`src/rtl/axis_to_axi4_wr_burst_if.sv`:
```
// Stream-in / AXI4 write-out signal bundle for the AXIS-to-AXI4 burst bridge.
// master = bridge side, slave = stream source plus AXI memory side.
interface axis_to_axi4_wr_burst_if #(
  parameter int DSIZE  = 64,
  parameter int ASIZE  = 32,
  parameter int IDSIZE = 4
);
  logic [ASIZE-1:0]   addr;
  logic [DSIZE-1:0]   axis_tdata;
  logic [DSIZE/8-1:0] axis_tkeep;
  logic               axis_tvalid;
  logic               axis_tlast;
  logic               axis_tready;

  logic [IDSIZE-1:0]  axi_awid;
  logic [ASIZE-1:0]   axi_awaddr;
  logic [7:0]         axi_awlen;
  logic [2:0]         axi_awsize;
  logic [1:0]         axi_awburst;
  logic               axi_awvalid;
  logic               axi_awready;

  logic [DSIZE-1:0]   axi_wdata;
  logic [DSIZE/8-1:0] axi_wstrb;
  logic               axi_wlast;
  logic               axi_wvalid;
  logic               axi_wready;

  logic [IDSIZE-1:0]  axi_bid;
  logic [1:0]         axi_bresp;
  logic               axi_bvalid;
  logic               axi_bready;

  modport master (
    input  addr, axis_tdata, axis_tkeep, axis_tvalid, axis_tlast,
    output axis_tready,
    output axi_awid, axi_awaddr, axi_awlen, axi_awsize, axi_awburst, axi_awvalid,
    input  axi_awready,
    output axi_wdata, axi_wstrb, axi_wlast, axi_wvalid,
    input  axi_wready,
    input  axi_bid, axi_bresp, axi_bvalid,
    output axi_bready
  );

  modport slave (
    output addr, axis_tdata, axis_tkeep, axis_tvalid, axis_tlast,
    input  axis_tready,
    input  axi_awid, axi_awaddr, axi_awlen, axi_awsize, axi_awburst, axi_awvalid,
    output axi_awready,
    input  axi_wdata, axi_wstrb, axi_wlast, axi_wvalid,
    output axi_wready,
    output axi_bid, axi_bresp, axi_bvalid,
    input  axi_bready
  );
endinterface

```
`src/rtl/axis_to_axi4_wr_burst.sv`:
```
// Store-and-forward AXIS packet to AXI4 INCR write-burst bridge with 4 KB splitting,
// outstanding-burst credit and sticky write-response error tracking.
//   state  | meaning
//   S_IDLE | wait for a complete burst descriptor and a free credit
//   S_AW   | present AW until awready
//   S_W    | stream len+1 beats from the data FIFO, wlast on the final one
module axis_to_axi4_wr_burst #(
  parameter int DSIZE           = 64,
  parameter int ASIZE           = 32,
  parameter int IDSIZE          = 4,
  parameter int MAX_BURST       = 16,
  parameter int FIFO_DEPTH      = 32,
  parameter int MAX_OUTSTANDING = 4
) (
  input  logic                    axi_aclk,
  input  logic                    axi_aresetn,
  axis_to_axi4_wr_burst_if.master bus,
  output logic                    err_flag,
  output logic [15:0]             err_cnt
);
  localparam int KSIZE = DSIZE / 8;
  localparam int DPW   = $clog2(FIFO_DEPTH);
  localparam logic [ASIZE-1:0] BEAT_BYTES = ASIZE'(KSIZE);
  localparam logic [ASIZE-1:0] LOW_MASK   = ASIZE'(KSIZE - 1);
  localparam logic [8:0]       BURST_MAX  = 9'(MAX_BURST);
  localparam logic [3:0]       OUT_MAX    = 4'(MAX_OUTSTANDING);
  localparam logic [DPW:0]     DFIFO_FULL = (DPW + 1)'(FIFO_DEPTH);

  typedef enum logic [1:0] {S_IDLE, S_AW, S_W} state_t;

  state_t            state, state_nxt;
  logic              run;
  logic              beat_push, w_hs, aw_hs, b_hs;
  logic              aw_valid, w_valid, w_last, desc_pop;

  logic [DSIZE-1:0]  dat_mem  [FIFO_DEPTH];
  logic [KSIZE-1:0]  keep_mem [FIFO_DEPTH];
  logic [DPW-1:0]    d_wr, d_rd;
  logic [DPW:0]      d_count;
  logic              d_full, d_empty;

  logic [ASIZE-1:0]  desc_addr_mem [4];
  logic [7:0]        desc_len_mem  [4];
  logic [1:0]        q_wr, q_rd;
  logic [2:0]        q_count;
  logic              q_full, q_empty, desc_push;

  logic              in_pkt, close_burst;
  logic [8:0]        beat_cnt;
  logic [ASIZE-1:0]  beat_addr, burst_addr, cur_addr, start_addr, next_addr;

  logic [ASIZE-1:0]  aw_addr;
  logic [7:0]        aw_len, beats_left;
  logic [IDSIZE-1:0] aw_id;
  logic [3:0]        outstanding;

  assign d_full  = (d_count == DFIFO_FULL);
  assign d_empty = (d_count == '0);
  assign q_full  = (q_count == 3'd4);
  assign q_empty = (q_count == 3'd0);

  assign bus.axis_tready = run && !d_full && !q_full;
  assign bus.axi_bready  = run;
  assign beat_push = bus.axis_tvalid && bus.axis_tready;
  assign w_hs      = w_valid && bus.axi_wready;
  assign aw_hs     = aw_valid && bus.axi_awready;
  assign b_hs      = bus.axi_bvalid && bus.axi_bready;
  assign desc_push = beat_push && close_burst;

  // A burst closes on tlast, on its beat limit, or when the next beat would start a new 4 KB page.
  always_comb begin
    cur_addr    = in_pkt ? beat_addr : (bus.addr & ~LOW_MASK);
    start_addr  = (beat_cnt == 9'd0) ? cur_addr : burst_addr;
    next_addr   = cur_addr + BEAT_BYTES;
    close_burst = bus.axis_tlast || ((beat_cnt + 9'd1) == BURST_MAX) ||
                  (next_addr[11:0] == 12'h000);
  end

  always_ff @(posedge axi_aclk or negedge axi_aresetn) begin
    if (!axi_aresetn) begin
      run        <= 1'b0;
      in_pkt     <= 1'b0;
      beat_cnt   <= '0;
      beat_addr  <= '0;
      burst_addr <= '0;
    end else begin
      run <= 1'b1;
      if (beat_push) begin
        in_pkt     <= !bus.axis_tlast;
        beat_addr  <= next_addr;
        burst_addr <= start_addr;
        beat_cnt   <= close_burst ? 9'd0 : beat_cnt + 9'd1;
      end
    end
  end

  always_ff @(posedge axi_aclk) begin
    if (beat_push) begin
      dat_mem[d_wr]  <= bus.axis_tdata;
      keep_mem[d_wr] <= bus.axis_tkeep;
    end
    if (desc_push) begin
      desc_addr_mem[q_wr] <= start_addr;
      desc_len_mem[q_wr]  <= beat_cnt[7:0];
    end
  end

  always_ff @(posedge axi_aclk or negedge axi_aresetn) begin
    if (!axi_aresetn) begin
      d_wr    <= '0;
      d_rd    <= '0;
      d_count <= '0;
      q_wr    <= '0;
      q_rd    <= '0;
      q_count <= '0;
    end else begin
      if (beat_push) d_wr <= d_wr + DPW'(1);
      if (w_hs)      d_rd <= d_rd + DPW'(1);
      if (beat_push && !w_hs)      d_count <= d_count + (DPW + 1)'(1);
      else if (!beat_push && w_hs) d_count <= d_count - (DPW + 1)'(1);
      if (desc_push) q_wr <= q_wr + 2'd1;
      if (desc_pop)  q_rd <= q_rd + 2'd1;
      if (desc_push && !desc_pop)      q_count <= q_count + 3'd1;
      else if (!desc_push && desc_pop) q_count <= q_count - 3'd1;
    end
  end

  always_ff @(posedge axi_aclk or negedge axi_aresetn) begin
    if (!axi_aresetn) state <= S_IDLE;
    else              state <= state_nxt;
  end

  always_comb begin
    state_nxt = state;
    aw_valid  = 1'b0;
    w_valid   = 1'b0;
    w_last    = 1'b0;
    desc_pop  = 1'b0;
    unique case (state)
      S_IDLE: begin
        if (!q_empty && (outstanding < OUT_MAX)) begin
          desc_pop  = 1'b1;
          state_nxt = S_AW;
        end
      end
      S_AW: begin
        aw_valid = 1'b1;
        if (bus.axi_awready) state_nxt = S_W;
      end
      S_W: begin
        w_valid = !d_empty;
        w_last  = (beats_left == 8'd0);
        if (w_valid && bus.axi_wready && w_last) state_nxt = S_IDLE;
      end
      default: state_nxt = S_IDLE;
    endcase
  end

  always_ff @(posedge axi_aclk or negedge axi_aresetn) begin
    if (!axi_aresetn) begin
      aw_addr     <= '0;
      aw_len      <= '0;
      beats_left  <= '0;
      aw_id       <= '0;
      outstanding <= '0;
      err_flag    <= 1'b0;
      err_cnt     <= '0;
    end else begin
      if (desc_pop) begin
        aw_addr <= desc_addr_mem[q_rd];
        aw_len  <= desc_len_mem[q_rd];
      end
      if (aw_hs) begin
        beats_left <= aw_len;
        aw_id      <= aw_id + IDSIZE'(1);
      end else if (w_hs && !w_last) begin
        beats_left <= beats_left - 8'd1;
      end
      if (aw_hs && !b_hs)                          outstanding <= outstanding + 4'd1;
      else if (!aw_hs && b_hs && outstanding != 0) outstanding <= outstanding - 4'd1;
      if (b_hs && bus.axi_bresp != 2'b00) begin
        err_flag <= 1'b1;
        if (err_cnt != 16'hFFFF) err_cnt <= err_cnt + 16'd1;
      end
    end
  end

  assign bus.axi_awid    = aw_id;
  assign bus.axi_awaddr  = aw_addr;
  assign bus.axi_awlen   = aw_len;
  assign bus.axi_awsize  = 3'($clog2(KSIZE));
  assign bus.axi_awburst = 2'b01;
  assign bus.axi_awvalid = aw_valid;
  assign bus.axi_wdata   = dat_mem[d_rd];
  assign bus.axi_wstrb   = keep_mem[d_rd];
  assign bus.axi_wlast   = w_last;
  assign bus.axi_wvalid  = w_valid;
endmodule
```
`src/flat_wrapper.sv`:
```
// flat-port wrapper written by rule: the top's interface ports become plain ports
module axis_to_axi4_wr_burst_flat 
#(
  parameter int DSIZE           = 64,
  parameter int ASIZE           = 32,
  parameter int IDSIZE          = 4,
  parameter int MAX_BURST       = 16,
  parameter int FIFO_DEPTH      = 32,
  parameter int MAX_OUTSTANDING = 4
)
  (axi_aclk, axi_aresetn, err_flag, err_cnt, bus_addr, bus_axis_tdata, bus_axis_tkeep, bus_axis_tvalid, bus_axis_tlast, bus_axis_tready, bus_axi_awid, bus_axi_awaddr, bus_axi_awlen, bus_axi_awsize, bus_axi_awburst, bus_axi_awvalid, bus_axi_awready, bus_axi_wdata, bus_axi_wstrb, bus_axi_wlast, bus_axi_wvalid, bus_axi_wready, bus_axi_bid, bus_axi_bresp, bus_axi_bvalid, bus_axi_bready);
  axis_to_axi4_wr_burst_if #(.DSIZE(DSIZE), .ASIZE(ASIZE), .IDSIZE(IDSIZE)) bus_i ();
  input  logic axi_aclk;
  input  logic axi_aresetn;
  output logic err_flag;
  output logic [15:0] err_cnt;
  input wire logic [$bits(bus_i.addr)-1:0] bus_addr;
  input wire logic [$bits(bus_i.axis_tdata)-1:0] bus_axis_tdata;
  input wire logic [$bits(bus_i.axis_tkeep)-1:0] bus_axis_tkeep;
  input wire logic [$bits(bus_i.axis_tvalid)-1:0] bus_axis_tvalid;
  input wire logic [$bits(bus_i.axis_tlast)-1:0] bus_axis_tlast;
  output wire logic [$bits(bus_i.axis_tready)-1:0] bus_axis_tready;
  output wire logic [$bits(bus_i.axi_awid)-1:0] bus_axi_awid;
  output wire logic [$bits(bus_i.axi_awaddr)-1:0] bus_axi_awaddr;
  output wire logic [$bits(bus_i.axi_awlen)-1:0] bus_axi_awlen;
  output wire logic [$bits(bus_i.axi_awsize)-1:0] bus_axi_awsize;
  output wire logic [$bits(bus_i.axi_awburst)-1:0] bus_axi_awburst;
  output wire logic [$bits(bus_i.axi_awvalid)-1:0] bus_axi_awvalid;
  input wire logic [$bits(bus_i.axi_awready)-1:0] bus_axi_awready;
  output wire logic [$bits(bus_i.axi_wdata)-1:0] bus_axi_wdata;
  output wire logic [$bits(bus_i.axi_wstrb)-1:0] bus_axi_wstrb;
  output wire logic [$bits(bus_i.axi_wlast)-1:0] bus_axi_wlast;
  output wire logic [$bits(bus_i.axi_wvalid)-1:0] bus_axi_wvalid;
  input wire logic [$bits(bus_i.axi_wready)-1:0] bus_axi_wready;
  input wire logic [$bits(bus_i.axi_bid)-1:0] bus_axi_bid;
  input wire logic [$bits(bus_i.axi_bresp)-1:0] bus_axi_bresp;
  input wire logic [$bits(bus_i.axi_bvalid)-1:0] bus_axi_bvalid;
  output wire logic [$bits(bus_i.axi_bready)-1:0] bus_axi_bready;
  assign bus_i.addr = bus_addr;
  assign bus_i.axis_tdata = bus_axis_tdata;
  assign bus_i.axis_tkeep = bus_axis_tkeep;
  assign bus_i.axis_tvalid = bus_axis_tvalid;
  assign bus_i.axis_tlast = bus_axis_tlast;
  assign bus_axis_tready = bus_i.axis_tready;
  assign bus_axi_awid = bus_i.axi_awid;
  assign bus_axi_awaddr = bus_i.axi_awaddr;
  assign bus_axi_awlen = bus_i.axi_awlen;
  assign bus_axi_awsize = bus_i.axi_awsize;
  assign bus_axi_awburst = bus_i.axi_awburst;
  assign bus_axi_awvalid = bus_i.axi_awvalid;
  assign bus_i.axi_awready = bus_axi_awready;
  assign bus_axi_wdata = bus_i.axi_wdata;
  assign bus_axi_wstrb = bus_i.axi_wstrb;
  assign bus_axi_wlast = bus_i.axi_wlast;
  assign bus_axi_wvalid = bus_i.axi_wvalid;
  assign bus_i.axi_wready = bus_axi_wready;
  assign bus_i.axi_bid = bus_axi_bid;
  assign bus_i.axi_bresp = bus_axi_bresp;
  assign bus_i.axi_bvalid = bus_axi_bvalid;
  assign bus_axi_bready = bus_i.axi_bready;
  axis_to_axi4_wr_burst #(.DSIZE(DSIZE), .ASIZE(ASIZE), .IDSIZE(IDSIZE), .MAX_BURST(MAX_BURST), .FIFO_DEPTH(FIFO_DEPTH), .MAX_OUTSTANDING(MAX_OUTSTANDING)) u_core (.axi_aclk(axi_aclk), .axi_aresetn(axi_aresetn), .bus(bus_i), .err_flag(err_flag), .err_cnt(err_cnt));
endmodule
```
`config.mk`:
```
export PLATFORM = sky130hd
export DESIGN_NAME = axis_to_axi4_wr_burst_flat
export DESIGN_NICKNAME = d
export VERILOG_FILES = /design/src/rtl/axis_to_axi4_wr_burst_if.sv /design/src/rtl/axis_to_axi4_wr_burst.sv /design/src/flat_wrapper.sv
export SDC_FILE = /design/constraint.sdc
export NUM_CORES = 2
export LEC_CHECK = 0
export ABC_AREA = 1
export CORE_ASPECT_RATIO = 1.2
export CORE_MARGIN = 8
export CORE_UTILIZATION = 60
export CTS_CLUSTER_DIAMETER = 60
export CTS_CLUSTER_SIZE = 25
export DETAILED_ROUTE_END_ITERATION = 12
export PLACE_DENSITY = 0.78
export RECOVER_POWER = 25
export SLEW_MARGIN = 20
export SYNTH_ARGS = -nofsm -noshare
export SYNTH_HDL_FRONTEND = slang
export SYNTH_SLANG_ARGS = --single-unit
```
`constraint.sdc`:
```
create_clock -name axi_aclk -period 20.9 [get_ports axi_aclk]
set_input_delay 2.09 -clock axi_aclk [delete_from_list [all_inputs] [get_ports axi_aclk]]
set_output_delay 2.09 -clock axi_aclk [all_outputs]
set_load 0.02 [all_outputs]
```
==> flow_metrics.env <==
export IMPL_status="finished, violations left"
export IMPL_violations="capacitance limit, slew limit"
export IMPL_grtUsageTotal_pct=28.5
export IMPL_antenna_found_initial=37
export IMPL_dp_slack_ps=13220
export IMPL_rsz0062_at_grt="false"
export IMPL_fin_nets=8252
export IMPL_dpl_hpwl_um=143000
export IMPL_drtIter0Drc=10300
export IMPL_synth_mux_area_share_pct=0.0215
export IMPL_synth_xor_area_share_pct=0.520
export IMPL_max_freq_mhz=115
export IMPL_clock_latency_ps=850
export IMPL_cts_hold_buf=0
export IMPL_period_share_pct=41.4
export IMPL_synthSimpleGateAreaFrac_pct=9.75
export IMPL_rows=168
export IMPL_switchingPower_w=0.00561
export IMPL_clkTransAtPathRegs_ps=90
export IMPL_layout_commonest_cell="edfxtp_1"
export IMPL_synth_distinct_cells=50
export IMPL_wl_per_cell_um=26.3
export IMPL_fp_coreArea_mm2=0.174
export IMPL_synth_fa_ha_area_share_pct=0.345
export IMPL_globalRouteOverflowTotal=0
export IMPL_min_path_type="reg2reg"
export IMPL_ys_seq_area_share_pct=74.9
export IMPL_drive_gt1_share_pct=5.08
export IMPL_post_cts_setup_buffers=0
export IMPL_synthCells=8143
export IMPL_htree_levels=4
export IMPL_p_sw_share_pct=38.1
export IMPL_vias=68600
export IMPL_ys_async_sr_fraction_pct=6.56
export IMPL_use_met1_pct=36.2
export IMPL_yosysTopAreaCell="edfxtp_1"
export IMPL_power_frac_comb_pct=36.1
export IMPL_powerDensity_mw_per_mm2=130
export IMPL_io_buffer_count=247
export IMPL_synth_top_area_share_pct=70.8
export IMPL_numCtsBuffers=141
export IMPL_viasPerCell=6.52
export IMPL_worst_path_max_fanout=99
export IMPL_synth_edf_count=2464
export IMPL_drt_first_pass_iters=6
export IMPL_hold_viol_final=0
export IMPL_ioPinCount=260
export IMPL_grt_busiest_layer="met2"
export IMPL_die_h_um=473
export IMPL_slew_viol_final=336
export IMPL_cp_data_arrival_time_ps=6570
export IMPL_grtUsageMet3_pct=5.68
export IMPL_cts_root_buf="clkbuf_16"
export IMPL_internal_power_w=0.00912
export IMPL_ys_ff_latch=2637
export IMPL_clockPowerShare_pct=21.0
export IMPL_ys_warn_count=0
export IMPL_fin_setup_tns_ps=0
export IMPL_netlist_area_mm2=0.105
export IMPL_seqPwrFrac_pct=42.9
export IMPL_critPathCaptureType="primary output"
export IMPL_grt_pass1_wl_um=404000
export IMPL_die_w_um=397
export IMPL_synth_area_leaders="edfxtp_1 (71%), o21ai_0 (6.0%), nor2_1 (5.7%)"
export IMPL_synth_avg_cell_area_um2=12.8
export IMPL_dieArea_mm2=0.188
export IMPL_clk_path_buf_depth=3
export IMPL_grt_max_degree=265
export IMPL_start_util_pct=60.1
export IMPL_period_minus_slack_ps=8660
export IMPL_crit_path_frequent_cell="buf_4"
export IMPL_place_congestion=0.864
export IMPL_max_slew_worst_pin_slew_ps=6050
export IMPL_path_cells="buf_4 > buf_4 > buf_4 > o21ai_0 > o22ai_1 > o21ai_1 > nor2_1 > nor2_1 > a31oi_1 > clkdlybuf4s50_1"
export IMPL_filler_cell_count=11900
export IMPL_leakagePower_nw=36.7
export IMPL_grt_pass1_vias=65100
export IMPL_worst_slack_ps=12240
export IMPL_drcViolationCount=0
export IMPL_ys_flop_type="edfxtp_1"
export IMPL_critPathLaunchType="register"
export IMPL_final_antenna_net_count=0
export IMPL_clock_sinks=2637
export IMPL_cap_viol_max_count=4
export IMPL_synth_top_family_by_area="compound AO/OA/AOI/OAI gates"
export IMPL_required_ps=18810
export IMPL_cts_repair_resize_count=0
export IMPL_critical_path_max_stage_delay_ps=980
export IMPL_relSlewSlack_pct=-303
export IMPL_cts_tree="built"
export IMPL_synthToLayoutAreaGrowth_pct=8.50
export IMPL_mostFrequentLayoutCells="edfxtp_1 (2464), nor2_1 (1542), o21ai_0 (1256)"
export IMPL_vdd_drop_max_mv=0.141
export IMPL_finClkSkew_ps=53.9
export IMPL_setup_viol=0
export IMPL_path_class="reg2out"
export IMPL_synth_compound_area_share_pct=11.6
export IMPL_met2_usage_pct=47.7
export IMPL_critPathSlowestCell="buf_4"
export IMPL_drt_total_wl_um=277000
==> logic make-up after synthesis <==
family,Yosys count
muxes,2
buffers and inverters,692
adders and majority gates,27
DFF,2637
AOI/OAI and AO/OA,2134
other,2
and+or+nand+nor,2587
xor gates and xnor gates,62
==> power by group through the flow <==
stage / Sequential, W / Clock (W) / Combinational (W)
global route: 0.00634 / 0.00329 / 0.00575
global placement: 0.00641 / 0 / 0.00505
CTS: 0.00631 / 0.00311 / 0.00525
finish: 0.00631 / 0.00310 / 0.00531
detailed placement: 0.00643 / 0 / 0.00523
floorplan: 0.00642 / 0 / 0.00335
==> cells in the mapped netlist, types with 2 or more instances <==
master	instances
buf_1	36
mux2_2	2
buf_6	10
o211ai_1	97
dfrtp_1	173
o22ai_1	419
nand2_1	739
nor3_1	9
o21bai_1	13
nand3_2	3
buf_2	145
o21ai_1	73
nand2_4	2
a31oi_1	57
fa_1	3
nand2_2	12
nor4_1	3
xnor2_1	14
nand3_1	189
o32ai_1	40
nor2_1	1577
a21oi_1	66
ha_1	24
o21ai_2	5
clkbuf_1	330
or2_1	4
o221ai_1	100
clkinv_1	2
clkbuf_2	5
o31ai_1	3
xor2_1	48
buf_4	22
or2_2	8
o21a_1	4
nand4_1	33
o21ai_0	1256
conb_1	2
inv_1	130
nor2_2	3
edfxtp_1	2464
inv_2	9
==> through the flow <==
stage	cell area (um^2)	total power [W]	instances	util [%]	hold slack [ps]
2_1_floorplan	105000	0.00976	8147	-	441
3_3_place_gp	109000	0.0115	10300	62.6	454
3_5_place_dp	109000	0.0117	10300	62.6	465
4_1_cts	113000	0.0147	10500	65.2	488
5_1_grt	113000	0.0154	10500	65.2	494
6_report	113000	0.0147	10500	65.2	483
==> critical path, delay by kind of cell (launching register included) <==
family          cells  cell delay (ps)
flops               1              940
simple gates        2              190
compound gates      4             1250
buf+inv             4             3200
==> state kept, by name, indices dropped and copies added (netlist names), 8 cells and up <==
| name | cells |
|---|---|
| u_core.beat_addr | 32 |
| u_core.beat_cnt | 9 |
| u_core.beats_left | 8 |
| u_core.burst_addr | 32 |
| u_core.bus.axi_awaddr | 32 |
| u_core.bus.axi_awlen | 8 |
| u_core.dat_mem | 2048 |
| u_core.desc_addr_mem | 128 |
| u_core.desc_len_mem | 32 |
| u_core.err_cnt | 16 |
| u_core.keep_mem | 256 |
==> layout make-up <==
| type | count | area [um^2] | share of cell area (%) |
|---|---|---|---|
| Antenna cell | 35 | 87.6 | 0.0772 |
| Sequential cell | 2637 | 78300 | 69.1 |
| Inverter | 143 | 591 | 0.521 |
| Tap cell | 2295 | 2870 | 2.53 |
| Clock inverter | 72 | 916 | 0.808 |
| Clock buffer | 155 | 3600 | 3.18 |
| Multi-Input combinational cell | 4818 | 23500 | 20.7 |
| Timing Repair Buffer | 367 | 3470 | 3.06 |
==> path summary, 6_finish.rpt <==
| path | slack, ps | to | cells past startpoint | start |
|---|---|---|---|---|
| worst max-delay path | 12240 | bus_axi_wdata[28] | 10 | u_core.d_rd[1]$_DFFE_PN0P_ |
| worst min-delay path | 480 | u_core.burst_addr[22]$_DFFE_PN0P_ | 2 | u_core.burst_addr[22]$_DFFE_PN0P_ |
| worst max register to register | 15050 | u_core.bus.axi_awaddr[3]$_DFFE_PN0P_ | 7 | u_core.q_rd[0]$_DFFE_PN0P_ |
| worst min register to register | 480 | u_core.burst_addr[22]$_DFFE_PN0P_ | 2 | u_core.burst_addr[22]$_DFFE_PN0P_ |
| max in group asynchronous | 14000 | u_core.burst_addr[0]$_DFFE_PN0P_ | 1 | axi_aresetn |
| min in group asynchronous | 3500 | u_core.bus.axi_awaddr[14]$_DFFE_PN0P_ | 1 | axi_aresetn |
==> per-layer routing <==
layer | share of wire, % | up-vias
li1 | - | 29700
met5 | 0.018 | -
met3 | 12 | 738
met4 | 4.6 | 8
met1 | 35 | 33500
met2 | 49 | 4623
No activity file was read; power rests on OpenSTA's default activity.
